File: src/rtl/lt24_pixel_bus_writer_pkg.sv
// Shared types and constants for the LT24 pixel bus writer: panel geometry,
// ILI9341 command codes, FSM encoding and the bus word payload.
package lt24_pixel_bus_writer_pkg;

    localparam int unsigned LCD_WIDTH_DEF  = 240;
    localparam int unsigned LCD_HEIGHT_DEF = 320;

    localparam int unsigned X_W    = 8;
    localparam int unsigned Y_W    = 9;
    localparam int unsigned PIX_W  = 16;
    localparam int unsigned BYTE_W = 8;
    localparam int unsigned IDX_W  = 3;

    localparam logic [IDX_W-1:0] IDX_LAST = IDX_W'(4);

    localparam logic [BYTE_W-1:0] CMD_CASET = 8'h2A;
    localparam logic [BYTE_W-1:0] CMD_PASET = 8'h2B;
    localparam logic [BYTE_W-1:0] CMD_RAMWR = 8'h2C;

    typedef enum logic [2:0] {
        ST_IDLE,
        ST_CHECK,
        ST_CASET,
        ST_PASET,
        ST_RAMWR,
        ST_PIXEL
    } state_e;

    typedef struct packed {
        logic             rs;
        logic [PIX_W-1:0] data;
    } bus_word_t;

    // Command byte: RS low, byte on the low lane.
    function automatic bus_word_t cmd_word(input logic [BYTE_W-1:0] code);
        bus_word_t w;
        w.rs   = 1'b0;
        w.data = {8'h00, code};
        return w;
    endfunction

    // Parameter byte: RS high, byte on the low lane.
    function automatic bus_word_t par_word(input logic [BYTE_W-1:0] val);
        bus_word_t w;
        w.rs   = 1'b1;
        w.data = {8'h00, val};
        return w;
    endfunction

endpackage

File: src/rtl/lt24_bus_word.sv
// Emits one 8080 write cycle: Wr_n low for WR_LOW_CYCLES, then high for
// WR_HIGH_CYCLES with RS/Data held; done marks the last high-phase cycle.
module lt24_bus_word #(
    parameter int unsigned WR_LOW_CYCLES  = 2,
    parameter int unsigned WR_HIGH_CYCLES = 2
) (
    input  logic        clock,
    input  logic        resetApp,
    input  logic        start,
    input  logic        rs,
    input  logic [15:0] data,
    output logic        bus_wr_n,
    output logic        bus_rs,
    output logic [15:0] bus_data,
    output logic        done
);

    localparam int unsigned CNT_MAX = (WR_LOW_CYCLES > WR_HIGH_CYCLES) ? WR_LOW_CYCLES : WR_HIGH_CYCLES;
    localparam int unsigned CNT_W   = $clog2(CNT_MAX) + 1;

    logic             busy_q, busy_d;
    logic             high_q, high_d;
    logic [CNT_W-1:0] cnt_q, cnt_d;
    logic             wr_n_q, wr_n_d;
    logic             rs_q, rs_d;
    logic [15:0]      data_q, data_d;
    logic             done_q, done_d;

    always_ff @(posedge clock or posedge resetApp) begin
        if (resetApp) begin
            busy_q <= 1'b0;
            high_q <= 1'b0;
            cnt_q  <= '0;
            wr_n_q <= 1'b1;
            rs_q   <= 1'b1;
            data_q <= '0;
            done_q <= 1'b0;
        end else begin
            busy_q <= busy_d;
            high_q <= high_d;
            cnt_q  <= cnt_d;
            wr_n_q <= wr_n_d;
            rs_q   <= rs_d;
            data_q <= data_d;
            done_q <= done_d;
        end
    end

    // A start in the done cycle chains the next word with no idle gap.
    always_comb begin
        busy_d = busy_q;
        high_d = high_q;
        cnt_d  = cnt_q;
        wr_n_d = wr_n_q;
        rs_d   = rs_q;
        data_d = data_q;
        if (start) begin
            busy_d = 1'b1;
            high_d = 1'b0;
            wr_n_d = 1'b0;
            rs_d   = rs;
            data_d = data;
            cnt_d  = CNT_W'(WR_LOW_CYCLES - 1);
        end else if (busy_q) begin
            if (!high_q) begin
                if (cnt_q == '0) begin
                    high_d = 1'b1;
                    wr_n_d = 1'b1;
                    cnt_d  = CNT_W'(WR_HIGH_CYCLES - 1);
                end else begin
                    cnt_d = cnt_q - CNT_W'(1);
                end
            end else if (cnt_q == '0) begin
                busy_d = 1'b0;
            end else begin
                cnt_d = cnt_q - CNT_W'(1);
            end
        end
        done_d = busy_d && high_d && (cnt_d == '0);
    end

    assign bus_wr_n = wr_n_q;
    assign bus_rs   = rs_q;
    assign bus_data = data_q;
    assign done     = done_q;

endmodule

File: src/rtl/lt24_pixel_bus_writer.sv
// Pixel-write responder: turns one (x, y, colour) handshake into either a
// full CASET/PASET/RAMWR/pixel sequence or a single continuation data word.
module lt24_pixel_bus_writer
    import lt24_pixel_bus_writer_pkg::*;
#(
    parameter int unsigned LCD_WIDTH      = LCD_WIDTH_DEF,
    parameter int unsigned LCD_HEIGHT     = LCD_HEIGHT_DEF,
    parameter int unsigned WR_LOW_CYCLES  = 2,
    parameter int unsigned WR_HIGH_CYCLES = 2
) (
    input  logic             clock,
    input  logic             resetApp,
    input  logic [X_W-1:0]   xAddr,
    input  logic [Y_W-1:0]   yAddr,
    input  logic [PIX_W-1:0] pixelData,
    input  logic             pixelWrite,
    output logic             pixelReady,
    output logic             LT24Wr_n,
    output logic             LT24Rd_n,
    output logic             LT24CS_n,
    output logic             LT24RS,
    output logic [PIX_W-1:0] LT24Data
);

    localparam logic [15:0] W_LAST = 16'(LCD_WIDTH - 1);
    localparam logic [15:0] H_LAST = 16'(LCD_HEIGHT - 1);

    state_e             state_q, state_d;
    logic [IDX_W-1:0]   idx_q, idx_d;
    logic               ready_q, ready_d;
    logic               cs_n_q, cs_n_d;
    logic [X_W-1:0]     x_q, x_d;
    logic [Y_W-1:0]     y_q, y_d;
    logic [PIX_W-1:0]   pix_q, pix_d;
    logic [X_W-1:0]     last_x_q, last_x_d;
    logic [Y_W-1:0]     last_y_q, last_y_d;
    logic               cont_q, cont_d;

    logic               start_c;
    bus_word_t          word_c;
    logic               word_done;
    logic               in_range_c;
    logic               fast_c;

    always_ff @(posedge clock or posedge resetApp) begin
        if (resetApp) begin
            state_q  <= ST_IDLE;
            idx_q    <= '0;
            ready_q  <= 1'b0;
            cs_n_q   <= 1'b1;
            x_q      <= '0;
            y_q      <= '0;
            pix_q    <= '0;
            last_x_q <= '0;
            last_y_q <= '0;
            cont_q   <= 1'b0;
        end else begin
            state_q  <= state_d;
            idx_q    <= idx_d;
            ready_q  <= ready_d;
            cs_n_q   <= cs_n_d;
            x_q      <= x_d;
            y_q      <= y_d;
            pix_q    <= pix_d;
            last_x_q <= last_x_d;
            last_y_q <= last_y_d;
            cont_q   <= cont_d;
        end
    end

    // x+1 at 9 bits so column 255 cannot alias onto column 0.
    assign in_range_c = (32'(x_q) < LCD_WIDTH) && (32'(y_q) < LCD_HEIGHT);
    assign fast_c     = cont_q && (y_q == last_y_q) && (9'(x_q) == 9'(last_x_q) + 9'd1);

    always_comb begin
        state_d  = state_q;
        idx_d    = idx_q;
        ready_d  = ready_q;
        cs_n_d   = cs_n_q;
        x_d      = x_q;
        y_d      = y_q;
        pix_d    = pix_q;
        last_x_d = last_x_q;
        last_y_d = last_y_q;
        cont_d   = cont_q;
        start_c  = 1'b0;
        case (state_q)
            ST_IDLE: begin
                ready_d = 1'b1;
                cs_n_d  = 1'b1;
                if (ready_q && pixelWrite) begin
                    x_d     = xAddr;
                    y_d     = yAddr;
                    pix_d   = pixelData;
                    ready_d = 1'b0;
                    state_d = ST_CHECK;
                end
            end
            ST_CHECK: begin
                if (!in_range_c) begin
                    ready_d = 1'b1;
                    state_d = ST_IDLE;
                end else begin
                    cs_n_d  = 1'b0;
                    start_c = 1'b1;
                    if (fast_c) begin
                        state_d = ST_PIXEL;
                    end else begin
                        state_d = ST_CASET;
                        idx_d   = '0;
                    end
                end
            end
            ST_CASET: begin
                if (word_done) begin
                    start_c = 1'b1;
                    if (idx_q == IDX_LAST) begin
                        state_d = ST_PASET;
                        idx_d   = '0;
                    end else begin
                        idx_d = idx_q + IDX_W'(1);
                    end
                end
            end
            ST_PASET: begin
                if (word_done) begin
                    start_c = 1'b1;
                    if (idx_q == IDX_LAST) begin
                        state_d = ST_RAMWR;
                        idx_d   = '0;
                    end else begin
                        idx_d = idx_q + IDX_W'(1);
                    end
                end
            end
            ST_RAMWR: begin
                if (word_done) begin
                    start_c = 1'b1;
                    state_d = ST_PIXEL;
                end
            end
            ST_PIXEL: begin
                if (word_done) begin
                    state_d  = ST_IDLE;
                    ready_d  = 1'b1;
                    cs_n_d   = 1'b1;
                    last_x_d = x_q;
                    last_y_d = y_q;
                    cont_d   = 1'b1;
                end
            end
            default: state_d = ST_IDLE;
        endcase
    end

    // Payload of the word about to be launched, keyed by the state it belongs to.
    always_comb begin
        word_c = par_word(8'h00);
        case (state_d)
            ST_CASET: begin
                case (idx_d)
                    3'd0:    word_c = cmd_word(CMD_CASET);
                    3'd1:    word_c = par_word(8'h00);
                    3'd2:    word_c = par_word(x_q);
                    3'd3:    word_c = par_word(W_LAST[15:8]);
                    default: word_c = par_word(W_LAST[7:0]);
                endcase
            end
            ST_PASET: begin
                case (idx_d)
                    3'd0:    word_c = cmd_word(CMD_PASET);
                    3'd1:    word_c = par_word({7'b0, y_q[8]});
                    3'd2:    word_c = par_word(y_q[7:0]);
                    3'd3:    word_c = par_word(H_LAST[15:8]);
                    default: word_c = par_word(H_LAST[7:0]);
                endcase
            end
            ST_RAMWR: word_c = cmd_word(CMD_RAMWR);
            ST_PIXEL: begin
                word_c.rs   = 1'b1;
                word_c.data = pix_q;
            end
            default: ;
        endcase
    end

    lt24_bus_word #(
        .WR_LOW_CYCLES (WR_LOW_CYCLES),
        .WR_HIGH_CYCLES(WR_HIGH_CYCLES)
    ) u_bus_word (
        .clock   (clock),
        .resetApp(resetApp),
        .start   (start_c),
        .rs      (word_c.rs),
        .data    (word_c.data),
        .bus_wr_n(LT24Wr_n),
        .bus_rs  (LT24RS),
        .bus_data(LT24Data),
        .done    (word_done)
    );

    assign pixelReady = ready_q;
    assign LT24CS_n   = cs_n_q;
    assign LT24Rd_n   = 1'b1;

endmodule

File: config.mk
export PLATFORM = sky130hd
export DESIGN_NAME = lt24_pixel_bus_writer
export DESIGN_NICKNAME = d
export VERILOG_FILES = /design/src/rtl/lt24_pixel_bus_writer_pkg.sv /design/src/rtl/lt24_bus_word.sv /design/src/rtl/lt24_pixel_bus_writer.sv
export SDC_FILE = /design/constraint.sdc
export NUM_CORES = 1
export LEC_CHECK = 0
export BUFFER_PORTS_ARGS = -buffer_cell sky130_fd_sc_hd__buf_2
export CORE_AREA = 5 5 110 86
export DETAILED_ROUTE_END_ITERATION = 10
export DIE_AREA = 0 0 115 91
export PLACE_DENSITY = 0.69
export SETUP_SLACK_MARGIN = 0.4
export SYNTH_ARGS = -nofsm -noshare
export SYNTH_HDL_FRONTEND = slang
export SYNTH_SLANG_ARGS = --single-unit
File: constraint.sdc
create_clock -name clock -period 3.4 [get_ports clock]
set_clock_uncertainty 0.15 [all_clocks]
set_input_delay 0.51 -clock clock [delete_from_list [all_inputs] [get_ports clock]]
set_output_delay 0.51 -clock clock [all_outputs]
set_load 0.01 [all_outputs]
==> results.toml <==
[setup_path]
worstPathMaxFanout = 8
required_ns = 3.48
crit_path_start_kind = "flop"
cp-end-kind = "flop"
cp.arrival_ns = 2.90
worst-setup-path-type = "reg -> reg"

[die]
core_region_area_um2 = 8273
start_util = 0.4829
die-area_um2 = 10470
ioPinCount = 57
rows = 29
die_h_um = 91
die_w_um = 115

[min_path]
hold_class = "in -> async"

[route]
vias_per_cell = 5.745
drt-total-wl_um = 9105
drtPass1Iterations = 5
drc = 0
vias = 3062
drtAntennaViolNets = 0
wl_per_cell_um = 17.08
drt_iter0_drc = 256

[global_routing]
antenna_found_initial = 0
grt_pass1_wl_um = 14860
grt_use_met3 = 0.05980
grt_overflow = 0
grt_use_met1 = 0.2554
top_usage_layer = "met2"
grtUsageMet2 = 0.2717
globalRouteTotalUtil = 0.1820
grt_max_degree = 45
grt_pass1_vias = 2963

[logic_synthesis]
ys.flop_type = "dfrtp_1"
synth_seq_cells = 82
synth_nets = 405
netlist_instances = 366
syn_avg_cell_area_um2 = 10.92
ys_warn_count = 0
synth.distinct_cells = 61
synth_area_um2 = 3995
synth_edf_count = 0
async_flop_share = 1.000
ys_seq_area_frac = 0.5146

[sta]
hold_viol = 0
worst_pin_slew_ns = 0.9007
relSlewSlack = 0.3979
fin_setup_tns_ns = 0
fin_crit_ns = 2.812
finalMaxSlewViolations = 0
setup_viol = 0
period_share = 0.8270
rsz0062_at_grt = "false"
max_clock_freq_ghz = 0.3556

[clocking]
root_buffer = "clkbuf_8"
cts.sinks = 82
cts_tree = "built"
cts_setup_buffers = 0
cts-htree-levels = 3
clock_latency_ns = 0.36
clkTransAtPathRegs_ns = 0.08
clockBufferDepth = 2
cts_buffers = 9

[power_and_ir_drop]
power.density_nw_per_um2 = 397.1
vdd_drop_max_mv = 0.2566
leakage_uw = 0.002268
power_uw = 1828

[finish]
final_cells = 533
final_cell_area_um2 = 4603
synthToLayoutAreaGrowth_pct = 15.22
utilization = 0.5564
drive_gt1_frac = 0.3388
final_cell_mix = "78 x dfrtp_1, 55 x buf_2, 50 x mux2_2"
antenna_cells = 0
layout_commonest_cell = "dfrtp_1"
fin_nets = 459

[status]
outcome = "finished clean"

[run]
maxCapViolCount = 0

[place]
gp_congestion = 0.9132
numPlacedInstances = 517
portBuffers = 55
dp_hpwl_um = 6700
placed_cell_area_um2 = 4377
[per-stage QoR]
stage | setup WS [ns] | hold slack [ns]
2_1_floorplan | 0.6365 | 0.2846
3_3_place_gp | 0.6422 | 0.2978
3_5_place_dp | 0.5750 | 0.3006
4_1_cts | 0.5311 | 0.1112
5_1_grt | 0.4139 | 0.1438
6_report | 0.5882 | 0.1011
[routing by layer]
metal	vias up	wire, um	part of all wire
met5	-	0	0
met4	0	99	0.011
met3	10	649	0.071
met2	115	4132	0.45
met1	1520	4223	0.46
li1	1417	-	-
[worst max-delay path, cell delays in order, from the launching register on]
cell	delay, ns
dfrtp_1	0.48
nand4_1	0.18
or4b_1	0.54
a32oi_2	0.26
and4_2	0.29
o21ai_2	0.10
and3_4	0.22
a222oi_1	0.34
a31oi_1	0.13
[cells in the mapped netlist, drive strengths merged (2+ instances only)]
master  count  share of area
buf         7         0.0097
xor2       10          0.022
clkbuf      9         0.0085
nor3        5         0.0075
nor2b       4         0.0063
nand2b      6         0.0094
nor2       28          0.026
and3        4         0.0075
nand3      19          0.024
nand3b      2         0.0038
a22oi       3         0.0056
a221o       3         0.0075
xnor2       8          0.018
a21oi      13          0.016
and4        2         0.0047
o21ai      12          0.016
dfrtp      79           0.49
nand4       5         0.0078
a222oi      2         0.0050
ha          3         0.0094
mux2       50           0.14
a31o        3         0.0066
dfstp       3          0.020
or3         4         0.0066
a31oi       7          0.015
inv         7         0.0066
a22o        2         0.0044
a32oi       2         0.0063
nand2      43          0.040
[flip-flops by register name (all words and copies together) (netlist names)]
register,cells
idx_q,3
u_bus_word.high_q,1
state_q,3
last_x_q,8
y_q,9
pixelReady,1
u_bus_word.bus_data,16
u_bus_word.busy_q,1
LT24CS_n,1
u_bus_word.bus_rs,1
u_bus_word.cnt_q,2
last_y_q,9
u_bus_word.bus_wr_n,1
pix_q,16
cont_q,1
x_q,8
u_bus_word.done,1
[cells by family after synthesis]
family / Yosys count / share of synthesized area
and+or+nand+nor: 130 / 0.1616
DFF: 82 / 0.5146
AOI/OAI and AO/OA: 58 / 0.1059
muxes: 51 / 0.1434
buffers and inverters: 23 / 0.02474
xor gates and xnor gates: 18 / 0.03946
adders and majority gates: 3 / 0.009397
other: 1 / 0.0009387
[cell type report]
class                           count  area, um2
Clock buffer                       11      141.4
Clock inverter                      5      77.57
Fill cell                         737       3670
Inverter                            7      27.53
Multi-Input combinational cell    261       1847
Sequential cell                    82       2057
Tap cell                          108      135.1
Timing Repair Buffer               59      317.8
[repair_timing]
item / 4_1_cts / 5_1_grt
endpoints found under the hold margin: 0 / 0
hold buffers: 0 / 0
gates resized for setup: 0 / 4
endpoints found under the setup margin: 0 / 10
[power by group]
part / internal [uW] / switching [uW] / total [uW]
Combinational: 38.4 / 38.5 / 77.0
Sequential: 977 / 0 / 977
Clock: 431 / 342 / 774
[final timing paths]
check	from	end	slack, ns	depth (start not counted)
max	last_x_q[2]$_DFFE_PP0P_	u_bus_word.bus_data[3]$_DFFE_PP0P_	0.59	8
min	resetApp	pix_q[14]$_DFFE_PP0P_	0.10	2
max reg2reg	last_x_q[2]$_DFFE_PP0P_	u_bus_word.bus_data[3]$_DFFE_PP0P_	0.59	8
min reg2reg	u_bus_word.bus_data[11]$_DFFE_PP0P_	u_bus_word.bus_data[11]$_DFFE_PP0P_	0.32	2
max in group asynchronous	resetApp	LT24CS_n$_DFFE_PP1P_	2.26	3
min in group clock	pixelData[2]	pix_q[2]$_DFFE_PP0P_	0.23	2
Note: power is estimated with default switching activity, not from simulation.
